[config.mk]
export PLATFORM = sky130hd
export DESIGN_NAME = sgmii_link_ctrl
export DESIGN_NICKNAME = d
export VERILOG_FILES = /design/src/rtl/eth_link_pkg.sv /design/src/rtl/sgmii_link_ctrl.sv
export SDC_FILE = /design/constraint.sdc
export NUM_CORES = 1
export LEC_CHECK = 0
export BUFFER_PORTS_ARGS = -buffer_cell sky130_fd_sc_hd__buf_4
export CORE_MARGIN = 4
export CORE_UTILIZATION = 40
export CTS_BUF_LIST = sky130_fd_sc_hd__clkbuf_8
export DETAILED_ROUTE_END_ITERATION = 8
export GPL_ROUTABILITY_DRIVEN = 0
export SLEW_MARGIN = 20
export SYNTH_ARGS = -nofsm -noshare
export SYNTH_HDL_FRONTEND = slang
export SYNTH_SLANG_ARGS = --single-unit
[constraint.sdc]
create_clock -name clock -period 2.2 [get_ports clock]
set_input_delay 0.33 -clock clock [delete_from_list [all_inputs] [get_ports clock]]
set_output_delay 0.33 -clock clock [all_outputs]
set_load 0.1 [all_outputs]
[src/rtl/eth_link_pkg.sv]
// ============================================================================
// eth_link_pkg: shared link-sequencer types, speed codes and status bit map.
// Revision: 1.0
// ============================================================================
`default_nettype none

package eth_link_pkg;

  typedef enum logic [2:0] {
    ST_HOLD      = 3'd0,
    ST_RESTART   = 3'd1,
    ST_WAIT_LINK = 3'd2,
    ST_QUALIFY   = 3'd3,
    ST_UP        = 3'd4,
    ST_FLUSH     = 3'd5
  } link_state_t;

  localparam logic [1:0] SPEED_10   = 2'b00;
  localparam logic [1:0] SPEED_100  = 2'b01;
  localparam logic [1:0] SPEED_1000 = 2'b10;
  localparam logic [1:0] SPEED_RSVD = 2'b11;

  localparam int SV_LINK_BIT   = 0;
  localparam int SV_SPEED_LSB  = 10;
  localparam int SV_SPEED_MSB  = 11;
  localparam int SV_DUPLEX_BIT = 12;

  function automatic int max_int(input int a, input int b);
    return (a > b) ? a : b;
  endfunction

endpackage

`default_nettype wire

[src/rtl/sgmii_link_ctrl.sv]
// ============================================================================
// sgmii_link_ctrl: SGMII AN restart / link qualification / MAC reset sequencer.
// Build option: LINK_CTRL_AUTO_RESTART_EN enables the WAIT_LINK timeout restart.
// Revision: 1.0
// ============================================================================
`default_nettype none

module sgmii_link_ctrl
  import eth_link_pkg::*;
#(
  parameter int RESTART_PULSE_CYCLES = 16,
  parameter int AN_TIMEOUT_CYCLES    = 2_000_000,
  parameter int LINK_UP_CYCLES       = 125_000,
  parameter int MAC_RESET_CYCLES     = 64
) (
  input  logic        clock,
  input  logic        reset_n,
  input  logic [15:0] status_vector,
  input  logic        sw_restart,
  input  logic        irq_ack,
  output logic        an_restart_config,
  output logic        speed_is_10_100,
  output logic        speed_is_100,
  output logic        mac_reset,
  output logic        link_up,
  output logic [1:0]  link_speed,
  output logic        full_duplex,
  output logic        irq,
  output logic [7:0]  restart_count
);

  localparam int CNT_MAX = max_int(max_int(RESTART_PULSE_CYCLES, AN_TIMEOUT_CYCLES),
                                   max_int(LINK_UP_CYCLES, MAC_RESET_CYCLES));
  localparam int CNT_W   = $clog2(CNT_MAX) + 1;

  // Counter counts N-1 down to 0 so each timed state lasts exactly N cycles.
  localparam logic [CNT_W-1:0] LD_PULSE = CNT_W'(RESTART_PULSE_CYCLES - 1);
  localparam logic [CNT_W-1:0] LD_UP    = CNT_W'(LINK_UP_CYCLES - 1);
  localparam logic [CNT_W-1:0] LD_MAC   = CNT_W'(MAC_RESET_CYCLES - 1);
`ifdef LINK_CTRL_AUTO_RESTART_EN
  localparam logic [CNT_W-1:0] LD_TMO   = CNT_W'(AN_TIMEOUT_CYCLES - 1);
`endif

  logic             s_link_q;
  logic [1:0]       s_speed_q;
  logic             s_dup_q;
  link_state_t      state_q, state_d;
  logic [CNT_W-1:0] cnt_q, cnt_d;
  logic [1:0]       cand_q, cand_d;
  logic             an_q, an_d;
  logic             mac_rst_q, mac_rst_d;
  logic             up_q, up_d;
  logic [1:0]       speed_q, speed_d;
  logic             fd_q, fd_d;
  logic             sel_10_100_q, sel_100_q;
  logic             irq_q, irq_d;
  logic [7:0]       rc_q, rc_d;
  logic             cnt_zero;
  logic             unused_status;

  assign unused_status = ^{status_vector[15:13], status_vector[9:1]};
  assign cnt_zero      = (cnt_q == '0);

  always_ff @(posedge clock or negedge reset_n) begin
    if (!reset_n) begin
      s_link_q     <= 1'b0;
      s_speed_q    <= SPEED_10;
      s_dup_q      <= 1'b0;
      state_q      <= ST_HOLD;
      cnt_q        <= LD_MAC;
      cand_q       <= SPEED_10;
      an_q         <= 1'b0;
      mac_rst_q    <= 1'b1;
      up_q         <= 1'b0;
      speed_q      <= SPEED_1000;
      fd_q         <= 1'b1;
      sel_10_100_q <= 1'b0;
      sel_100_q    <= 1'b0;
      irq_q        <= 1'b0;
      rc_q         <= 8'd0;
    end else begin
      s_link_q     <= status_vector[SV_LINK_BIT];
      s_speed_q    <= status_vector[SV_SPEED_MSB:SV_SPEED_LSB];
      s_dup_q      <= status_vector[SV_DUPLEX_BIT];
      state_q      <= state_d;
      cnt_q        <= cnt_d;
      cand_q       <= cand_d;
      an_q         <= an_d;
      mac_rst_q    <= mac_rst_d;
      up_q         <= up_d;
      speed_q      <= speed_d;
      fd_q         <= fd_d;
      sel_10_100_q <= (speed_d != SPEED_1000);
      sel_100_q    <= (speed_d == SPEED_100);
      irq_q        <= irq_d;
      rc_q         <= rc_d;
    end
  end

  always_comb begin
    state_d = state_q;
    cnt_d   = cnt_q;
    cand_d  = cand_q;
    if (sw_restart) begin
      state_d = ST_RESTART;
      cnt_d   = LD_PULSE;
    end else begin
      unique case (state_q)
        ST_HOLD: begin
          if (cnt_zero) begin
            state_d = ST_RESTART;
            cnt_d   = LD_PULSE;
          end else cnt_d = cnt_q - 1'b1;
        end
        ST_RESTART: begin
          if (cnt_zero) begin
            state_d = ST_WAIT_LINK;
`ifdef LINK_CTRL_AUTO_RESTART_EN
            cnt_d   = LD_TMO;
`endif
          end else cnt_d = cnt_q - 1'b1;
        end
        ST_WAIT_LINK: begin
          if (s_link_q && (s_speed_q != SPEED_RSVD)) begin
            state_d = ST_QUALIFY;
            cnt_d   = LD_UP;
            cand_d  = s_speed_q;
          end
`ifdef LINK_CTRL_AUTO_RESTART_EN
          else if (cnt_zero) begin
            state_d = ST_RESTART;
            cnt_d   = LD_PULSE;
          end else cnt_d = cnt_q - 1'b1;
`endif
        end
        ST_QUALIFY: begin
          // A reserved speed code is treated like loss of link.
          if (!s_link_q || (s_speed_q == SPEED_RSVD)) begin
            state_d = ST_WAIT_LINK;
`ifdef LINK_CTRL_AUTO_RESTART_EN
            cnt_d   = LD_TMO;
`endif
          end else if (s_speed_q != cand_q) begin
            cand_d = s_speed_q;
            cnt_d  = LD_UP;
          end else if (cnt_zero) begin
            state_d = ST_UP;
          end else cnt_d = cnt_q - 1'b1;
        end
        ST_UP: begin
          if (!s_link_q || (s_speed_q != speed_q)) begin
            state_d = ST_FLUSH;
            cnt_d   = LD_MAC;
          end
        end
        ST_FLUSH: begin
          if (cnt_zero) begin
            state_d = ST_WAIT_LINK;
`ifdef LINK_CTRL_AUTO_RESTART_EN
            cnt_d   = LD_TMO;
`endif
          end else cnt_d = cnt_q - 1'b1;
        end
        default: begin
          state_d = ST_HOLD;
          cnt_d   = LD_MAC;
        end
      endcase
    end
  end

  // Outputs are computed from the next state so they align with state_q.
  always_comb begin
    an_d      = (state_d == ST_RESTART);
    mac_rst_d = (state_d != ST_UP);
    up_d      = (state_d == ST_UP);
    speed_d   = speed_q;
    fd_d      = fd_q;
    if ((state_q == ST_QUALIFY) && (state_d == ST_UP)) begin
      speed_d = s_speed_q;
      fd_d    = s_dup_q;
    end
    rc_d = rc_q;
    if ((state_d == ST_RESTART) && ((state_q != ST_RESTART) || sw_restart) && (rc_q != 8'hFF))
      rc_d = rc_q + 8'd1;
    irq_d = irq_q;
    if (up_d != up_q)  irq_d = 1'b1;
    else if (irq_ack)  irq_d = 1'b0;
  end

  assign an_restart_config = an_q;
  assign speed_is_10_100   = sel_10_100_q;
  assign speed_is_100      = sel_100_q;
  assign mac_reset         = mac_rst_q;
  assign link_up           = up_q;
  assign link_speed        = speed_q;
  assign full_duplex       = fd_q;
  assign irq               = irq_q;
  assign restart_count     = rc_q;

endmodule

`default_nettype wire

=== After elaboration in Yosys (flattened, before gate mapping) ===
Index checks and enable logic that the tools add are counted.

* Output and inout bits: 17
* Logic and storage cells: 80
* Flip-flop bits (word level): 48

* Equal/unequal tests: 23
* Reduce and logical (&&, ||, !) cells: 15
* Add/subtract/negate cells: 2
* Multiplexer cells: 24
* Bitwise operators: 1

{| class="wikitable"
|+ Operators by type and width
! operator !! count
|-
| $mux 22 || 7
|-
| $pmux 22 s5 || 1
|-
| $mux 3 || 8
|-
| $logic_not 22->1 || 1
|-
| $sub 22x1->22 const B || 1
|-
| $pmux 3 s5 || 1
|-
| $ne 3x3->1 const B || 4
|-
| $ne 2x2->1 const B || 5
|-
| $eq 3x3->1 const B || 3
|-
| $add 8x1->8 const B || 1
|-
| $mux 2 || 4
|-
| $ne 8x8->1 const B || 1
|-
| $eq 3x1->1 const B || 2
|-
| $eq 3x2->1 const B || 2
|-
| $reduce_and 5->1 || 1
|-
| $logic_and 1x1->1 || 4
|-
| $ne 2x2->1 || 2
|-
| $pmux 2 s2 || 1
|-
| $reduce_bool 2->1 || 2
|-
| $logic_not 3->1 || 1
|-
| $logic_or 1x1->1 || 3
|-
| $ne 3x1->1 const B || 1
|-
| $reduce_and 3->1 || 1
|-
| $eq 2x1->1 const B || 1
|-
| other kinds (6) || 7
|}

=== Logic depth before layout (Yosys ltp) ===
* Word-level depth: 10
* Depth in mapped cells: 11

=== Worst setup path after synthesis ===
OpenSTA, ideal clock, no wires.

* Kind: register to register
* From: register speed_q[0], in the netlist link_speed[0]
* To: register cnt_q[19]
* Cell stages (with the launch flop): 7
* Slack: -217 ps
* Setup time: 77 ps
* Arrival time: 2,339 ps
* Period minus slack after synthesis: 2,417 ps
* Data required time: 2,123 ps
* Path through: dfrtp_1 > xnor2_1 > nand3_1 > o41ai_2 > clkbuf_1 > o21ai_0 > a21oi_1

* Cells in the longest elaborated chain, start to end: 4

{| class="wikitable"
|+ RTL lines
! what !! RTL line !! source
|-
| start: declaration || sgmii_link_ctrl.sv:53 || <nowiki>logic [1:0] speed_q, speed_d;</nowiki>
|-
| start signal: assignment || sgmii_link_ctrl.sv:91 || <nowiki>speed_q <= speed_d;</nowiki>
|-
| $ne 2x2->1 || sgmii_link_ctrl.sv:151 || <nowiki>if (!s_link_q || (s_speed_q != speed_q)) begin</nowiki>
|-
| $logic_or 1x1->1 || sgmii_link_ctrl.sv:151 ||
|-
| $ne 3x3->1 (no source line) || - ||
|-
| $reduce_and 3->1 (no source line) || - ||
|-
| end signal: assignment || sgmii_link_ctrl.sv:86 || <nowiki>cnt_q <= cnt_d;</nowiki>
|-
| end: declaration || sgmii_link_ctrl.sv:48 || <nowiki>logic [CNT_W-1:0] cnt_q, cnt_d;</nowiki>
|}

No other way between the ends.
A chain may end at the register's enable or synchronous reset.

=== Worst setup path after layout ===
* From: register cnt_q[0]
* To: register cnt_q[21]

* Cells in the longest elaborated chain, start to end: 6
* Elaborated cells on any way between the ends: 8

{| class="wikitable"
|+ RTL lines
! what !! RTL line !! source
|-
| $sub 22x1->22 or $logic_not 22->1 (tied branches) || - ||
|-
| $mux 22 || sgmii_link_ctrl.sv:116, sgmii_link_ctrl.sv:146, sgmii_link_ctrl.sv:157 ||
|-
| $mux 22 || sgmii_link_ctrl.sv:143 || <nowiki>end else if (s_speed_q != cand_q) begin</nowiki>
|-
| $mux 22 || sgmii_link_ctrl.sv:138 || <nowiki>if (!s_link_q || (s_speed_q == SPEED_RSVD)) begin</nowiki>
|-
| $pmux 22 s5 (*) || sgmii_link_ctrl.sv:108 || <nowiki>unique case (state_q)</nowiki>
|-
| $mux 22 (*) || sgmii_link_ctrl.sv:104 || <nowiki>if (sw_restart) begin</nowiki>
|}

Mark *: on every way between the ends. The rest lies on a longest branch, timed or not. The select of a mux whose other input is x is not followed.

==> results.md <==
- # diodes: 0
- Global-route wire length before repair: roughly 12000 microns
- Largest cells by area after synthesis: dfrtp_1 (34%), dfstp_2 (8.2%), o21ai_0 (4.1%), a21oi_1 (4.0%), nor2_1 (3.6%)
- Setup CP Type: flip-flop to flip-flop
- Highest-count cells in the layout ignoring fill and taps: buf_4 (65), dfrtp_1 (38), nor2_1 (28)
- Seq pwr share: 0.434
- CP most frequent cell: buf_4
- Vias post-DR: 2571
- Post-route ant nets: 0
- DRC Markers: 0
- Yosys cell types: 68
- Max VDD drop: 0.000889 V
- Clock Power Share: 0.230
- I/O pin count: 37
- RSZ-0062 raised after global routing: false
- Hold WC Path Type: input port to asynchronous set/reset pin
- First-pass iteration count of the detailed router: 4
- Crit path DAT: approximately 2300 ps
- Hold buffers post-CTS: 0
- Leak pwr: between 1.5 and 2 nW
- Post-Syn Area: 0.00290 sq mm
- Total Power: 2.43 mW
- Buffers added on ports: 24
- Measured slew at the worst slew-check pin: 628 ps
- DRT iter0 DRCs: 142
- Max Cap Viol: 0
- Total die area: 0.00868 sq mm
- Drt wl/cell: 15.1 microns
- Num Clock Sinks: 48
- PD cells: 669 mW/mm^2
- Worst EP required: about 2400 ps
- Min cycle time layout: 2100 ps
- Slowest cell on crit path: dfstp_2
- #FFs+latches synth: between 40 and 50
- Synth top area share: 0.336
- Cells along the critical path: inv_2 > ha_4 > nor3b_4 > nand4_4 > nor2_4 > buf_4 > buf_4 > or3_1 > o31ai_1
- Critical Path Max Stage Delay: 540 ps
- Placed Cells: ~460
- Crit path buf inv count: 3
- Cells after Synth: roughly 300
- Peak Freq: between 400 and 500 MHz
- Asr flop ratio synth: 1.00
- Sw frac: 0.414
- Core area: 0.00691 sq mm
- Sequential area share after synthesis: 0.418
- Rel. slew slack: 0.577
- Final worst setup slack: 96.2 ps
- Die H: 93.2 microns
- Initial Utilization: 0.420
- Final setup viols: 0
- Sw Pwr: 1.00 mW
- Total negative slack: 0 ps
- Int Power: 1.42 mW
- Post-Layout Cell Count: approximately 470
- Commonest non-fill, non-tap cell in the layout: buf_4
- Final period util: 0.956
- Largest net degree at the start of global routing: around 50
- Area Growth Syn to Fin: 25.0%
- Vias per cell: between 5 and 6
- Post-synth EDFFs: 0
- Post-DP HPWL: roughly 5000 microns
- Post-synth top area cell: dfrtp_1
- Synth Net Count: 330
- Vias in the first global route: 2413
- Grt ovf: 0
- Antenna violations before repair: 0
- Place WS: -23.3 ps
- All-Layer GR Usage: 0.167
- Routed Wire Length: 7030 microns
- H-tree levels: 2
- Critical path peak fanout: 12
- Worst-case clock buffer depth: 2
- Reg clk slew, reported paths: 90 ps
- Fin. Hold Viols: 0
- Status: completed
- Delay-heaviest family, CP: simple AND/OR/NAND/NOR gates
- CTS buffer count: 5
- Synth Area per Inst: 9.45 sq um
- Fin. max-slew vios: 0
- Startpoint types: flip-flop
- Combinational power share: 0.336
- Proportion of layout cells with a drive suffix above 1: 0.322
- Die width: 93.2 microns
- Root buffer cell: clkbuf_8
- Worst-Skew Late Latency: between 300 and 400 ps
- Fin Hold WS: 25.7 ps
- Top FF cell, synth: dfrtp_1
- Std-Cell Rows: 30
- CTS tree: built
- NumNets Final: 392
- CP Capture Type: flip-flop
- Clk_skew: 7.40 ps
- Ys Warns: 0
## worst register-to-register path, cell delays in order, from the launching register on
cell	delay, ps
dfstp_2	540
inv_2	50
ha_4	160
nor3b_4	170
nand4_4	130
nor2_4	60
buf_4	120
buf_4	170
or3_1	400
o31ai_1	220
## synth_stat cells, types with 6 or more instances
| master | number |
|---|---|
| a21oi_1 | 23 |
| a31oi_1 | 10 |
| dfrtp_1 | 39 |
| dfstp_2 | 9 |
| inv_1 | 12 |
| nand2_1 | 22 |
| nand2b_1 | 6 |
| nand3_1 | 6 |
| nand4_1 | 8 |
| nor2_1 | 28 |
| nor3_1 | 6 |
| o21ai_0 | 24 |
| or3_1 | 6 |
| xnor2_1 | 9 |
## layout make-up
type	instances	area (sq um)
Multi-Input combinational cell	234	1630
Clock buffer	6	82.6
Fill cell	671	3280
Timing Repair Buffer	67	510
Clock inverter	2	11.3
Tap cell	96	120
Inverter	13	51.3
Sequential cell	48	1220
## per-stage QoR
stage	instance area [sq um]	utilization
detailed placement	3460	0.501
floorplan	2910	-
finish	3630	0.525
CTS	3560	0.516
global route	3630	0.525
global placement	3460	0.501
## worst paths after layout
kind | from | end | slack [ps] | cells after the start
setup reg to reg | cnt_q[0] | cnt_q[21] | 100 | 9
hold reg to reg | s_dup_q | full_duplex | 490 | 1
max in group asynchronous | reset_n | link_speed[0] | 1750 | 1
hold / removal | reset_n | cnt_q[9] | 30 | 1
min in group clock | status_vector[10] | s_speed_q[0] | 120 | 1
setup / recovery | cnt_q[0] | cnt_q[21] | 100 | 9
## registers in the layout, summed over array words and instances (netlist names), 2 cells and up, named ones only
| name | cells |
|---|---|
| cand_q | 2 |
| s_speed_q | 2 |
| restart_count | 8 |
| state_q | 3 |
| cnt_q | 22 |
## metal layers
layer | global-route usage | vias up | wire length, microns
li1 | - | 1260 | -
met1 | 0.233 | 1243 | 3310
met2 | 0.269 | 59 | 3330
met3 | 0.0306 | 9 | 295
met4 | 0.0427 | 0 | 91
met5 | 0 | - | 0
## logic make-up (layout without fill, tap and decap cells)
family	count (synthesis)	in the layout	synth area share
AND/OR/NAND/NOR	122	123	0.249
multiplexers	6	6	0.0241
buffers and inverters	26	88	0.0397
AO/OA/AOI/OAI	90	90	0.217
flip-flops	48	48	0.418
adder cells (fa/ha/maj)	3	3	0.0129
XOR/XNOR	12	12	0.0388
## power groups by stage
| stage | combinational (mW) | sequential, mW | clock, mW |
|---|---|---|---|
| after floorplan | 0.189 | 1.49 | 0 |
| after global placement | 0.810 | 1.07 | 0 |
| after detailed placement | 0.813 | 1.07 | 0 |
| after CTS | 0.815 | 1.05 | 0.574 |
| after global routing | 0.857 | 1.07 | 0.616 |
| final | 0.814 | 1.05 | 0.558 |
## timing repair
| item | 4_1_cts | 5_1_grt |
|---|---|---|
| buffers inserted | 0 | 1 |
| pin swaps | 0 | 7 |
| gates cloned | 0 | 1 |
| resized for setup | 1 | 13 |
| setup endpoints to repair | 11 | 22 |
No activity file was read; power rests on OpenSTA's default activity.
